File: config.mk
export PLATFORM = sky130hd
export DESIGN_NAME = power_sequencer
export DESIGN_NICKNAME = d
export VERILOG_FILES = /design/src/rtl/power_seq_pkg.sv /design/src/rtl/power_domain_fsm.sv /design/src/rtl/power_sequencer.sv
export SDC_FILE = /design/constraint.sdc
export NUM_CORES = 1
export LEC_CHECK = 0
export CAP_MARGIN = 20
export CELL_PAD_IN_SITES_DETAIL_PLACEMENT = 0
export CELL_PAD_IN_SITES_GLOBAL_PLACEMENT = 1
export CORE_MARGIN = 2
export CORE_UTILIZATION = 30
export DETAILED_ROUTE_END_ITERATION = 6
export PLACE_DENSITY = 0.68
export SYNTH_ARGS = -nofsm -noshare
export SYNTH_HDL_FRONTEND = slang
export SYNTH_SLANG_ARGS = --single-unit
File: constraint.sdc
create_clock -name clk -period 3.6 [get_ports clk]
set_clock_uncertainty 0.1 [all_clocks]
set_input_delay 0.36 -clock clk [delete_from_list [all_inputs] [get_ports clk]]
set_output_delay 0.36 -clock clk [all_outputs]
set_load 0.03 [all_outputs]
File: src/rtl/power_seq_pkg.sv
// Shared definitions for the power sequencer: register map offsets,
// per-domain FSM state encoding and reset constants.
package power_seq_pkg;

    localparam logic [3:0] OFF_REQ    = 4'h0;
    localparam logic [3:0] OFF_STATUS = 4'h1;
    localparam logic [3:0] OFF_BUSY   = 4'h2;
    localparam logic [3:0] OFF_ERR    = 4'h3;
    localparam logic [3:0] OFF_ACK    = 4'h4;
    localparam logic [3:0] OFF_IRQ_EN = 4'h5;

    // Reset value of each power_iso bit: domains start isolated.
    localparam logic ISO_RESET = 1'b1;

    typedef enum logic [2:0] {
        ST_OFF    = 3'd0,
        ST_PWR_UP = 3'd1,
        ST_DEISO  = 3'd2,
        ST_ON     = 3'd3,
        ST_ISO    = 3'd4,
        ST_PWR_DN = 3'd5
    } dom_state_t;

    function automatic logic [31:0] domain_mask(input int unsigned n);
        logic [32:0] m;
        m = (33'd1 << n) - 33'd1;
        return m[31:0];
    endfunction

endpackage

File: src/rtl/power_domain_fsm.sv
// Single power-domain sequencer: ack synchroniser, delay/timeout counter and
// registered switch/isolation outputs.
module power_domain_fsm
    import power_seq_pkg::*;
#(
    parameter int unsigned ISO_DLY = 4,
    parameter int unsigned TIMEOUT = 1023
) (
    input  logic clk,
    input  logic reset_n,
    input  logic req,
    input  logic power_ack,
    output logic power_control,
    output logic power_iso,
    output logic ack_sync,
    output logic on,
    output logic busy,
    output logic err_set
);

    localparam int unsigned CW_TMO = $clog2(TIMEOUT + 1);
    localparam int unsigned CW_DLY = $clog2(ISO_DLY + 1);
    localparam int unsigned CW     = (CW_TMO > CW_DLY) ? CW_TMO : CW_DLY;
    localparam logic [CW-1:0] TMO_LAST = CW'(TIMEOUT - 1);
    localparam logic [CW-1:0] DLY_LOAD = CW'(ISO_DLY);
    localparam logic [CW-1:0] ONE      = CW'(1);

    dom_state_t    state, state_n;
    logic [CW-1:0] cnt, cnt_n;
    logic          ctrl_n, iso_n;
    // [1:0] is the two-flop synchroniser; [2] holds the previous synced value.
    logic [2:0]    ack_pipe;
    logic          ack_s, ack_prev;

    assign ack_s    = ack_pipe[1];
    assign ack_prev = ack_pipe[2];
    assign ack_sync = ack_s;
    assign on       = (state == ST_ON);
    assign busy     = (state != ST_ON) && (state != ST_OFF);

    always_ff @(posedge clk or negedge reset_n) begin
        if (!reset_n) begin
            state         <= ST_OFF;
            cnt           <= '0;
            power_control <= 1'b0;
            power_iso     <= ISO_RESET;
            ack_pipe      <= '0;
        end else begin
            state         <= state_n;
            cnt           <= cnt_n;
            power_control <= ctrl_n;
            power_iso     <= iso_n;
            ack_pipe      <= {ack_pipe[1:0], power_ack};
        end
    end

    always_comb begin
        state_n = state;
        cnt_n   = cnt;
        ctrl_n  = power_control;
        iso_n   = power_iso;
        err_set = 1'b0;
        case (state)
            ST_OFF: if (req) begin
                state_n = ST_PWR_UP;
                ctrl_n  = 1'b1;
                cnt_n   = '0;
            end
            ST_PWR_UP: begin
                if (ack_s) begin
                    state_n = ST_DEISO;
                    cnt_n   = DLY_LOAD;
                end else if (cnt >= TMO_LAST) begin
                    state_n = ST_OFF;
                    ctrl_n  = 1'b0;
                    err_set = 1'b1;
                end else begin
                    cnt_n = cnt + ONE;
                end
            end
            ST_DEISO: begin
                if (cnt <= ONE) begin
                    state_n = ST_ON;
                    iso_n   = 1'b0;
                end else begin
                    cnt_n = cnt - ONE;
                end
            end
            ST_ON: begin
                err_set = ack_prev && !ack_s;
                if (!req) begin
                    state_n = ST_ISO;
                    iso_n   = 1'b1;
                    cnt_n   = DLY_LOAD;
                end
            end
            ST_ISO: begin
                if (cnt <= ONE) begin
                    state_n = ST_PWR_DN;
                    ctrl_n  = 1'b0;
                    cnt_n   = '0;
                end else begin
                    cnt_n = cnt - ONE;
                end
            end
            ST_PWR_DN: begin
                if (!ack_s) begin
                    state_n = ST_OFF;
                end else if (cnt >= TMO_LAST) begin
                    state_n = ST_OFF;
                    err_set = 1'b1;
                end else begin
                    cnt_n = cnt + ONE;
                end
            end
            default: begin
                state_n = ST_OFF;
                ctrl_n  = 1'b0;
                iso_n   = ISO_RESET;
            end
        endcase
    end

endmodule

File: src/rtl/power_sequencer.sv
// CPU-programmable power-domain sequencer: register file, decode and read mux
// around one power_domain_fsm per domain. POWER_SEQ_IRQ_EN adds IRQ_EN and irq.
module power_sequencer
    import power_seq_pkg::*;
#(
    parameter int unsigned NUM_DOMAINS = 8,
    parameter logic [13:0] BASE_ADDR   = 14'h400,
    parameter int unsigned ISO_DLY     = 4,
    parameter int unsigned TIMEOUT     = 1023
) (
    input  logic                   clk,
    input  logic                   reset_n,
    input  logic [13:0]            per_addr,
    input  logic [31:0]            per_din,
    input  logic                   per_en,
    input  logic                   per_we,
    input  logic                   per_rd,
    output logic [31:0]            per_dout,
    input  logic [NUM_DOMAINS-1:0] power_ack,
    output logic [NUM_DOMAINS-1:0] power_control,
    output logic [NUM_DOMAINS-1:0] power_iso,
    output logic                   irq
);

    localparam logic [31:0] DOM_MASK = domain_mask(NUM_DOMAINS);

    logic                   sel, wr, rd;
    logic [31:0]            req_q, err_q, w1c, rdata;
    logic [NUM_DOMAINS-1:0] on_v, busy_v, ack_v, err_set_v;

    assign sel = per_en && (per_addr[13:4] == BASE_ADDR[13:4]);
    assign wr  = sel && per_we;
    assign rd  = sel && per_rd;
    assign w1c = (wr && per_addr[3:0] == OFF_ERR) ? per_din : '0;

    always_ff @(posedge clk or negedge reset_n) begin
        if (!reset_n) begin
            req_q <= '0;
            err_q <= '0;
        end else begin
            if (wr && per_addr[3:0] == OFF_REQ)
                req_q <= per_din & DOM_MASK;
            // A new error in the same cycle as its W1C keeps the flag set.
            err_q <= (err_q & ~w1c) | 32'(err_set_v);
        end
    end

`ifdef POWER_SEQ_IRQ_EN
    logic [31:0] irq_en_q;
    logic        irq_q;

    always_ff @(posedge clk or negedge reset_n) begin
        if (!reset_n) begin
            irq_en_q <= '0;
            irq_q    <= 1'b0;
        end else begin
            if (wr && per_addr[3:0] == OFF_IRQ_EN)
                irq_en_q <= per_din & DOM_MASK;
            irq_q <= |(err_q & irq_en_q);
        end
    end

    assign irq = irq_q;
`else
    assign irq = 1'b0;
`endif

    always_comb begin
        rdata = '0;
        if (rd) begin
            case (per_addr[3:0])
                OFF_REQ:    rdata = req_q;
                OFF_STATUS: rdata = 32'(on_v);
                OFF_BUSY:   rdata = 32'(busy_v);
                OFF_ERR:    rdata = err_q;
                OFF_ACK:    rdata = 32'(ack_v);
`ifdef POWER_SEQ_IRQ_EN
                OFF_IRQ_EN: rdata = irq_en_q;
`endif
                default:    rdata = '0;
            endcase
        end
    end

    assign per_dout = rdata;

    for (genvar i = 0; i < NUM_DOMAINS; i++) begin : g_dom
        power_domain_fsm #(
            .ISO_DLY(ISO_DLY),
            .TIMEOUT(TIMEOUT)
        ) u_dom (
            .clk          (clk),
            .reset_n      (reset_n),
            .req          (req_q[i]),
            .power_ack    (power_ack[i]),
            .power_control(power_control[i]),
            .power_iso    (power_iso[i]),
            .ack_sync     (ack_v[i]),
            .on           (on_v[i]),
            .busy         (busy_v[i]),
            .err_set      (err_set_v[i])
        );
    end

endmodule

Word level (Yosys, flattened, before mapping):

Index checks and enable logic that the tools add are counted.

* bitwise operators: 19
* add/subtract/negate cells: 16
* reduce and logical (&&, ||, !) cells: 102
* equality and inequality tests: 117
* $lt $le $gt $ge: 16
* multiplexer cells: 219

Operators with widths (number)
* $mux 10: 56
* $pmux 10 s6: 8
* $mux 3: 56
* $pmux 32 s5: 1
* $pmux 3 s6: 8
* $add 10x1->10 const B: 8
* $ge 10x10->1 const B: 8
* $le 10x1->1 const B: 8
* $reduce_and 5->1: 16
* $sub 10x1->10 const B: 8
* $mux 1: 64
* $mux 32: 2
* $ne 2x1->1 const B: 32
* $ne 2x2->1 const B: 32
* $eq 3x2->1 const B: 16
* $eq 3x3->1 const B: 16
* $pmux 1 s3: 16
* $reduce_bool 6->1: 8
* $and 32x32->32: 1
* $not 32->32: 1
* $or 32x8->32: 1
* $pmux 1 s4: 8
* $reduce_and 4->1: 8
* $reduce_or 4->1: 8
* other kinds (14): 99

* logic and storage cells: 531
* output and inout port bits: 49
* input port bits: 59
* register bits: 184

Logic depth before layout (Yosys ltp):

* depth in word-level cells: 8
* mapped depth: 10
* depth with buffers taken out: 8

Cells and area by module:

From an unflattened synthesis, not the netlist that was laid out.

* cells, all modules: 1667
* area, all modules: 14094.8 µm²

By module, submodules not included
* power_domain_fsm at g_dom[0].u_dom ...: area an instance 1515.2 µm², cells each 187, times used 6, seq. area each 451.7 µm²
* power_sequencer: area an instance 2001.9 µm², cells each 179, times used 1, seq. area each 1001.0 µm²
* power_domain_fsm at g_dom[2].u_dom: area an instance 1514.0 µm², cells each 184, times used 1, seq. area each 451.7 µm²
* power_domain_fsm at g_dom[7].u_dom: area an instance 1487.7 µm², cells each 182, times used 1, seq. area each 451.7 µm²

Worst setup path after synthesis:

No wires, ideal clock.

* path kind: register to register
* start point: register g_dom[1].u_dom.cnt[0]
* end point: register g_dom[1].u_dom.cnt[9]
* setup slack: 1.031 ns
* buffers on the path: 2
* clock period less this slack: 2.569 ns
* stages on the path, launching flop included: 11
* data arrival time: 2.370 ns
* path through: dfrtp_1 clkbuf_1 inv_1 ha_1 nor2_1 and4b_1 a2111oi_0 and2_1 clkbuf_1 nor2_1 a311oi_1

* cells in the longest elaborated chain, start to end: 4

RTL lines
* start: declaration: RTL line power_domain_fsm.sv:29 `logic [CW-1:0] cnt, cnt_n;`
* start signal: assignment: RTL line power_domain_fsm.sv:50 `cnt <= cnt_n;`
* $add 10x1->10 or $ge 10x10->1 (tied branches)
* $mux 10: RTL line power_domain_fsm.sv:73, power_domain_fsm.sv:109
* $mux 10 (on tied branches): RTL line power_domain_fsm.sv:107, power_domain_fsm.sv:70
* $pmux 10 s6: RTL line power_domain_fsm.sv:63 `case (state)`

Parallel ways exist; a longest one is shown, timed or not. The select of a mux whose other input is x is not followed.
A chain may end at the register's enable or synchronous reset.

Worst setup path in the final report:

* start point: input per_addr[8]
* end point: output per_dout[5]

* cells in the longest elaborated chain, start to end: 4

RTL lines
* start: declaration: RTL line power_sequencer.sv:13 `input logic [13:0] per_addr,`
* $eq 10x7->1: RTL line power_sequencer.sv:31 `assign sel = per_en && (per_addr[13:4] == BASE_ADDR[13:4]);`
* $logic_and 1x1->1: RTL line power_sequencer.sv:31
* $logic_and 1x1->1: RTL line power_sequencer.sv:33 `assign rd = sel && per_rd;`
* $mux 32: RTL line power_sequencer.sv:70 `if (rd) begin`
* end: declaration: RTL line power_sequencer.sv:18 `output logic [31:0] per_dout,`

Every way passes these cells.

==> impl_metrics.toml <==
[status]
outcome = "completed"

[finish]
layout-drive-gt1-share_pct = 8.75
final_util_pct = 34.9
layout-area-overhead-vs-synth_pct = 15.2
postLayoutCellArea_um2 = 15800
finalNetCount = 1800
final-instance-count-excl-fill = 2314
num_antenna_cells = 0

[synthesis]
synth.cells.most_frequent = "sky130_fd_sc_hd__dfrtp_1, sky130_fd_sc_hd__nor2_1, sky130_fd_sc_hd__nand2_1"
number_of_flops_mapped_to_enable_cells_by_yosys = 0
async_reset_ff_share_pct = 100
netlist_instances = 1688
synthesis.area_per_instance_um2 = 8.13
syn-cell-area_um2 = 13700
yosysUniqueCellTypes = 102
synth_nets = 1787
synth_seq_area_share_pct = 33.6
count_leader_synth = "sky130_fd_sc_hd__dfrtp_1"
yosysWarnings = 0
synth_top_cell_by_area = "sky130_fd_sc_hd__dfrtp_1"
synthDominantCellAreaShare_pct = 32.1
ys.flop_type = "sky130_fd_sc_hd__dfrtp_1"
yosys-top-cells-area = "sky130_fd_sc_hd__dfrtp_1, sky130_fd_sc_hd__o21ai_0, sky130_fd_sc_hd__nor2_1"
seq_cells_post_synth = 184

[clock_network]
clk_latency_ps = 490
cts_tree = "built"
htree_levels = 4
postCtsResizedCells = 0
clock_tree.buffer_depth = 2
cts_root_buf = "sky130_fd_sc_hd__clkbuf_16"
clk_pin_slew_ps = 80
number_of_buffers_inserted_during_clock_tree_synthesis = 17
clock_sinks = 184

[setup_path]
worstSetupStartpointType = "primary input"
worst_path_max_stage_delay_ps = 440
critical-path-top-delay-family = "simple AND/OR/NAND/NOR gates"
cp_data_arrival_time_ps = 2700
cp_cell_sequence = "clkdlybuf4s50_1 -> nor4b_1 -> and4_1 -> nand4b_1 -> buf_4 -> a31oi_1 -> buf_12"
critical-path-slowest-cell = "sky130_fd_sc_hd__a31oi_1"
worst_setup_path_end_kind = "primary output"
worstPathRequired_ps = 3140
crit_type = "in -> out"
critPathMaxFanout = 5
cp_num_buf_inv = 3

[timing]
maxSlewViolCount = 0
worst_pin_slew_ps = 809
fmaxAchievable_mhz = 316
final.hold.worst_slack_ps = 204
fin_tns_setup_ps = 0
finalHoldViolations = 0
grt_setup_unrepaired = "false"
worst_slew_margin_rel_pct = 46.0
final_count_of_negative_setup_slack_endpoints = 0
final_worst_path_period_need_ps = 3160
finalCritPeriodShare_pct = 87.8

[routing]
route.antenna.remaining_nets = 0
first_pass_iters = 6
postRouteWirelength_um = 41400
drtIter0Drc = 1200
drc_errors = 0
drt-vias-per-instance = 5.63
route.vias.total = 13030
routedWlPerCell_um = 17.9

[floorplanning]
io-pin-count = 108
die-area_um2 = 47500
core.rowCount = 78
initial_core_utilization_pct = 30.3
chipHeight_um = 218
floorplan.core_area_um2 = 45300
die_w_um = 218

[grt]
gr-total-overflow = 0
via_count_of_the_first_global_routing_pass = 12074
grt_start_max_net_pins = 80
grt_first_pass_wirelength_um = 66800
number_of_antenna_violations_at_the_first_check_in_global_routing = 1
global_route.usage.total_pct = 17.6

[min_path]
min-delay-path-class = "in -> reg"

[place]
dp.cells = 2281
port_buffers = 106
dpl.hpwl_um = 29100
post_dp_cell_area_um2 = 15200
routabilityCongestion = 0.880

[pwr]
leakage_uw = 0.00636
power-per-cell-area_nw_per_um2 = 797
ir_drop_worst_vdd_mv = 0.413

[job]
max_cap_violations = 0
==> repair_timing <==
action	CTS	global route
hold buffers	1	0
buffers inserted	0	0
endpoints found under the hold margin	71	0
==> final cells by class <==
cell class,count,area (um2)
inverters,54,203
fillers,4746,29500
clock inverters,14,185
flip-flops and latches,184,4610
repair buffers,134,1360
multi-input cells,1310,8270
clock buffers,18,439
well taps,600,751
==> final timing paths <==
| check | start | to | slack, ps | cells past startpoint |
|---|---|---|---|---|
| worst max-delay path | per_addr[8] | per_dout[5] | 440 | 7 |
| worst min-delay path | power_ack[1] | g_dom[1].u_dom.ack_pipe[0]$_DFF_PN0_ | 200 | 1 |
| worst max register to register | g_dom[2].u_dom.cnt[6]$_DFFE_PN0P_ | g_dom[2].u_dom.cnt[9]$_DFFE_PN0P_ | 770 | 6 |
| worst min register to register | g_dom[2].u_dom.ack_pipe[0]$_DFF_PN0_ | g_dom[2].u_dom.ack_pipe[1]$_DFF_PN0_ | 250 | 0 |
| max in group asynchronous | reset_n | g_dom[3].u_dom.power_iso$_DFFE_PN1P_ | 2150 | 3 |
| min in group asynchronous | reset_n | g_dom[6].u_dom.cnt[4]$_DFFE_PN0P_ | 370 | 2 |
==> cells by family (layout without fill, tap and decap cells) <==
| kind of cell | count (synthesis) | count (layout) | synth area share [%] |
|---|---|---|---|
| flops | 184 | 184 | 33.6 |
| mux | 23 | 23 | 1.75 |
| other cells | 1 | 1 | 0.0273 |
| fa+ha+maj | 40 | 40 | 3.64 |
| xor+xnor | 25 | 25 | 1.59 |
| simple gates | 625 | 625 | 23.7 |
| buf+inv | 194 | 220 | 6.21 |
| compound gates | 596 | 596 | 29.5 |
==> sequential cells by signal (all words and copies together) (netlist names) <==
name	count
err_q	32
g_dom.u_dom.ack_pipe	24
g_dom.u_dom.cnt	80
g_dom.u_dom.power_control	8
g_dom.u_dom.power_iso	8
g_dom.u_dom.state	24
req_q	8
==> placed cells by master (no fill, tap or decap), drive strengths merged, types with 37 or more instances in the layout <==
cell	n
o22ai	37
nand3	43
a31oi	41
a21oi	103
nor3	64
ha	40
nand2	135
inv	60
nor2	145
buf	59
dfrtp	176
clkdlybuf4s50	73
a22o	39
o21ai	138
==> through the flow <==
stage               total power, uW  setup WS (ps)
global route                  13700            331
finish                        12600            440
floorplan                      8760           1030
global placement              10400            456
detailed placement            10500            405
CTS                           12600            398
==> layer usage <==
layer  vias to the layer above  GRT usage, %  wire (um)
met1                      6297          25.4      20100
li1                       6323             -          -
met3                        34          3.12       2300
met4                         0          5.76        578
met5                         -             0          0
met2                       376          26.4      18500
==> report_power, final <==
part	internal [uW]	switching, uW
combinational	2800	4000
sequential	2570	1140
clock	1130	953
total	6510	6090
==> worst reg2reg max path, stage by stage (launching register included) <==
cell	delay (ps)
sky130_fd_sc_hd__dfrtp_1	480
sky130_fd_sc_hd__or4_1	610
sky130_fd_sc_hd__o41a_1	500
sky130_fd_sc_hd__nor2_2	490
sky130_fd_sc_hd__o21a_1	210
sky130_fd_sc_hd__o21ai_0	80
sky130_fd_sc_hd__a22o_1	250
Note: power is estimated with default switching activity, not from simulation.
